<file path="src/rtl/parity_buffer_ctrl.sv">
// rtl/parity_buffer_ctrl.sv - parity buffer sequencer: one write pulse per batch, then ordered handshaked readout
module parity_buffer_ctrl #(
    parameter int MUL_SH_BLOCKS_COUNT = 23,
    parameter int CNT_W               = $clog2(MUL_SH_BLOCKS_COUNT + 1)
) (
    input  logic             clk,
    input  logic             reset_n,
    input  logic             in_valid,
    output logic             in_ready,
    input  logic [CNT_W-1:0] parity_count,
    input  logic             flush,
    output logic             buf_wr_en,
    output logic             buf_rd_en,
    output logic [8:0]       buf_rd_address,
    output logic             out_valid,
    input  logic             out_ready,
    output logic [CNT_W-1:0] out_index,
    output logic             out_last,
    output logic             busy,
    output logic             cfg_err
);

    typedef enum logic [1:0] {IDLE, WRITE, READ, DRAIN} state_t;

    localparam logic [CNT_W-1:0] MAX_CNT = CNT_W'(MUL_SH_BLOCKS_COUNT);
    localparam logic [CNT_W-1:0] ONE     = CNT_W'(1);

    state_t           state_q, state_d;
    logic [CNT_W-1:0] cnt_q, cnt_d;
    logic [CNT_W-1:0] rd_idx_q, rd_idx_d;
    logic             wr_en_q, wr_en_d;
    logic             out_valid_q, out_valid_d;
    logic [CNT_W-1:0] out_index_q, out_index_d;
    logic             out_last_q, out_last_d;
    logic             cfg_err_q, cfg_err_d;
    logic             count_ok;
    logic             rd_last;

    // A read is only issued when the output slot is free or being emptied this cycle.
    assign buf_rd_en      = (state_q == READ) && (!out_valid_q || out_ready) && !flush;
    assign in_ready       = (state_q == IDLE) && !flush;
    assign busy           = (state_q != IDLE);
    assign buf_wr_en      = wr_en_q;
    assign buf_rd_address = {{(9 - CNT_W){1'b0}}, rd_idx_q};
    assign out_valid      = out_valid_q;
    assign out_index      = out_index_q;
    assign out_last       = out_last_q;
    assign cfg_err        = cfg_err_q;

    assign count_ok = (parity_count != '0) && (parity_count <= MAX_CNT);
    assign rd_last  = (rd_idx_q == cnt_q - ONE);

    always_comb begin
        state_d     = state_q;
        cnt_d       = cnt_q;
        rd_idx_d    = rd_idx_q;
        wr_en_d     = 1'b0;
        out_valid_d = out_valid_q;
        out_index_d = out_index_q;
        out_last_d  = out_last_q;
        cfg_err_d   = 1'b0;
        if (flush) begin
            state_d     = IDLE;
            cnt_d       = '0;
            rd_idx_d    = '0;
            out_valid_d = 1'b0;
        end else begin
            if (buf_rd_en) begin
                out_valid_d = 1'b1;
                out_index_d = rd_idx_q;
                out_last_d  = rd_last;
            end else if (out_ready) begin
                out_valid_d = 1'b0;
            end
            case (state_q)
                IDLE: begin
                    if (in_valid) begin
                        if (count_ok) begin
                            cnt_d   = parity_count;
                            wr_en_d = 1'b1;
                            state_d = WRITE;
                        end else begin
                            cfg_err_d = 1'b1;
                        end
                    end
                end
                WRITE: begin
                    rd_idx_d = '0;
                    state_d  = READ;
                end
                READ: begin
                    if (buf_rd_en) begin
                        rd_idx_d = rd_idx_q + ONE;
                        if (rd_last) state_d = DRAIN;
                    end
                end
                DRAIN: begin
                    if (out_valid_q && out_ready) state_d = IDLE;
                end
                default: state_d = IDLE;
            endcase
        end
    end

    always_ff @(posedge clk or negedge reset_n) begin
        if (!reset_n) begin
            state_q     <= IDLE;
            cnt_q       <= '0;
            rd_idx_q    <= '0;
            wr_en_q     <= 1'b0;
            out_valid_q <= 1'b0;
            out_index_q <= '0;
            out_last_q  <= 1'b0;
            cfg_err_q   <= 1'b0;
        end else begin
            state_q     <= state_d;
            cnt_q       <= cnt_d;
            rd_idx_q    <= rd_idx_d;
            wr_en_q     <= wr_en_d;
            out_valid_q <= out_valid_d;
            out_index_q <= out_index_d;
            out_last_q  <= out_last_d;
            cfg_err_q   <= cfg_err_d;
        end
    end

    a_wr_rd_exclusive: assert property (@(posedge clk) disable iff (!reset_n)
        !(buf_wr_en && buf_rd_en));

endmodule

</file>
<file path="config.mk">
export PLATFORM = sky130hd
export DESIGN_NAME = parity_buffer_ctrl
export DESIGN_NICKNAME = d
export VERILOG_FILES = /design/src/rtl/parity_buffer_ctrl.sv
export SDC_FILE = /design/constraint.sdc
export NUM_CORES = 1
export LEC_CHECK = 0
export ABC_AREA = 0
export CORE_UTILIZATION = 55
export DETAILED_ROUTE_END_ITERATION = 8
export DONT_BUFFER_PORTS = 1
export PLACE_DENSITY_LB_ADDON = 0.08
export SYNTH_ARGS = -nofsm -noshare
export SYNTH_HDL_FRONTEND = slang
export SYNTH_SLANG_ARGS = --single-unit
</file>
<file path="constraint.sdc">
create_clock -name clk -period 2.2 [get_ports clk]
set_clock_uncertainty 0.2 [all_clocks]
set_input_delay 0.44 -clock clk [delete_from_list [all_inputs] [get_ports clk]]
set_output_delay 0.44 -clock clk [all_outputs]
set_load 0.01 [all_outputs]
</file>
==> run_results.csv <==
group,metric,value,unit
global_routing,gr-total-overflow,0,
power,p_leak,0.6647,nW
yosys,syn_area_per_cell,9.134,um^2
setup_path,critPathRequiredTime,2230,ps
sta,rsz0062_at_grt,"true",
cells_and_area,final_util,65.31,%
drt,drc,0,
cells_and_area,n_fill_cell,172,
setup_path,path_cells,"inv_1, ha_1, inv_2, nor2_1, a32o_1, or4_1, nand3_1",
setup_path,cp_slowest_cell,"or4_1",
setup_path,critPathMaxStageDelay,520,ps
sta,max_freq,463.8,MHz
global_routing,grt_usage,21.88,%
clock_network,htreeDepth,1,
floorplan,dieArea,0.002349,mm^2
setup_path,end_kind,"flip-flop",
job,maxCapViolCount,0,
cells_and_area,finalNetCount,157,
yosys,synth_largest_area_cell,"dfrtp_1",
clock_network,cts_root_buf,"clkbuf_4",
sta,hold_ws,51.62,ps
cells_and_area,mostFrequentLayoutCell,"nand2_1",
sta,fin_crit_sh,98.00,%
global_routing,grt.busiest_layer,"met2",
setup_path,worstSetupPathType,"reg2reg",
power,power.total,0.001183,W
sta,maxSlewHeadroom,37.98,%
drt,vias_per_cell,5.398,
sta,final.min_clock_period,2156,ps
power,powerDensity,904.4,mW/mm^2
placement,dpl.hpwl,1738,um
sta,finalSetupViolCount,0,
cells_and_area,final_cells,166,
setup_path,r2r_setup_slack,40,ps
yosys,yosys_warnings,0,
yosys,synth_seq_cells,21,
sta,worst_pin_slew,927.3,ps
cells_and_area,mostFrequentLayoutCells,"nand2_1 (25), dfrtp_1 (21), nor2_1 (14)",
yosys,syn_area,0.001187,mm^2
floorplan,rows,16,
setup_path,start_kind,"flip-flop",
yosys,synth_top_area_share,44.26,%
global_routing,use_met1,29.63,%
yosys,synth_cell_types,34,
clock_network,insertion_delay,290,ps
floorplan,boundaryPins,31,
global_routing,met2_usage,38.26,%
yosys,synth_edf_count,0,
cells_and_area,stdcell_area,0.001308,mm^2
clock_network,cts_tree,"built",
cells_and_area,diodes,0,
placement,gp_congestion,0.8238,
yosys,ys.flop_type,"dfrtp_1",
clock_network,clk_pin_slew,120,ps
clock_network,cts_buffers,3,
drt,drt-pass1-iter-count,4,
clock_network,cts.sinks,21,
placement,placed_cell_area,0.001216,mm^2
yosys,netlist_instances,130,
yosys,seq_area_frac_synth,44.26,%
drt,wl_per_cell,14.34,um
drt,finalWirelength,2380,um
yosys,async_flop_share,100.0,%
global_routing,grt_pass1_vias,908,
placement,portBuffers,0,
cells_and_area,drive_gt1_share,10.79,%
floorplan,die_h,48.47,um
placement,place_inst,157,
global_routing,gr-usage-met3,2.201,%
yosys,yosys-top-cells-area,"dfrtp_1 (44%), nand2_1 (7.9%), ha_1 (7.4%), nor2_1 (4.4%), xor2_1 (4.4%)",
drt,vias,896,
clock_network,clk_path_buf_depth,2,
global_routing,grt_pass1_wl,4043,um
power,vdd_drop_max,0.6059,mV
sta,finalHoldViolations,0,
drt,antenna_left,0,
setup_path,critPathMaxFanout,4,
global_routing,antenna_found_initial,0,
min_path,hold_class,"in2reg",
floorplan,core,0.002002,mm^2
drt,drt_iter0_drc,18,
floorplan,start_util,59.31,%
sta,maxSlewViolCount,0,
floorplan,die_w,48.47,um
setup_path,critical_path_arrival,2190,ps
global_routing,grt_max_degree,22,
run_status,outcome,"finished, final reports clean",
cells_and_area,area_delta_synth_final,10.12,%
[per-stage QoR]
| step | TNS (ps) | setup slack (ps) |
|---|---|---|
| global route | -14.83 | -14.83 |
| floorplan | 0 | 160.4 |
| CTS | 0 | 31.26 |
| detailed placement | 0 | 63.14 |
| finish | 0 | 43.90 |
| global placement | 0 | 104.4 |
[Yosys cell counts (2+ instances only)]
cell type and count:
nand2_1 25, dfrtp_1 21, nor2_1 14, inv_1 8, ha_1 7, xor2_1 6, buf_4 5, mux2i_1 5
nand3_1 5, nor3_1 4, a21oi_1 3, xnor2_1 3, nand2b_1 2, nand4_1 2
[repair_timing]
action / CTS / global route
buffers inserted: 0 / 2
endpoints found under the setup margin: 1 / 3
hold endpoints to repair: 28 / 1
gates resized for setup: 2 / 4
hold buffers: 2 / 1
[layout make-up]
| class | count | area [um^2] | area share [%] |
|---|---|---|---|
| Clock buffer | 4 | 26.28 | 2.010 |
| Inverter | 8 | 30.03 | 2.297 |
| Multi-Input combinational cell | 97 | 616.8 | 47.18 |
| Sequential cell | 21 | 525.5 | 40.19 |
| Tap cell | 27 | 33.78 | 2.584 |
| Timing Repair Buffer | 9 | 75.07 | 5.742 |
[critical path: cells and delay by family (launching register included)]
kind / cells / cell delay [ps]
flip-flops: 1 / 430
adder cells (fa/ha/maj): 1 / 260
buffers and inverters: 2 / 230
AO/OA/AOI/OAI: 1 / 270
AND/OR/NAND/NOR: 3 / 710
[registers in the layout (all words and copies together) (netlist names)]
| signal | flops |
|---|---|
| buf_wr_en | 1 |
| cfg_err | 1 |
| cnt_q | 5 |
| out_index | 5 |
| out_last | 1 |
| out_valid | 1 |
| rd_idx_q | 5 |
| state_q | 2 |
[kinds of logic (layout without fill, tap and decap cells)]
family / count (synthesis) / count (layout) / share of synthesized area, %
flops: 21 / 21 / 44.26
simple gates: 57 / 57 / 21.50
mux: 5 / 5 / 4.215
buf+inv: 15 / 21 / 6.428
other cells: 1 / 4 / 0.3158
xor+xnor: 9 / 9 / 6.639
compound gates: 15 / 15 / 9.274
fa+ha+maj: 7 / 7 / 7.376
[path summary, 6_finish.rpt]
check / from / endpoint / cells after the start
max: state_q[0] / state_q[1] / 7
min: in_valid / cfg_err / 2
max reg2reg: state_q[0] / state_q[1] / 7
min reg2reg: out_index[3] / out_index[3] / 2
max in group asynchronous: reset_n / cnt_q[0] / 1
min in group asynchronous: reset_n / state_q[0] / 1
[routing by layer]
layer  vias to the layer above  wire, um
met1                       435      1166
met5                         -         0
met3                         2        70
met4                         0        10
met2                        16      1132
li1                        443         -
[where the power goes]
group | switching (W) | internal [W]
clock network | 0.000112 | 0.0000704
logic | 0.000280 | 0.000206
registers | 0.0000750 | 0.000440
No activity file was read; power rests on OpenSTA's default activity.
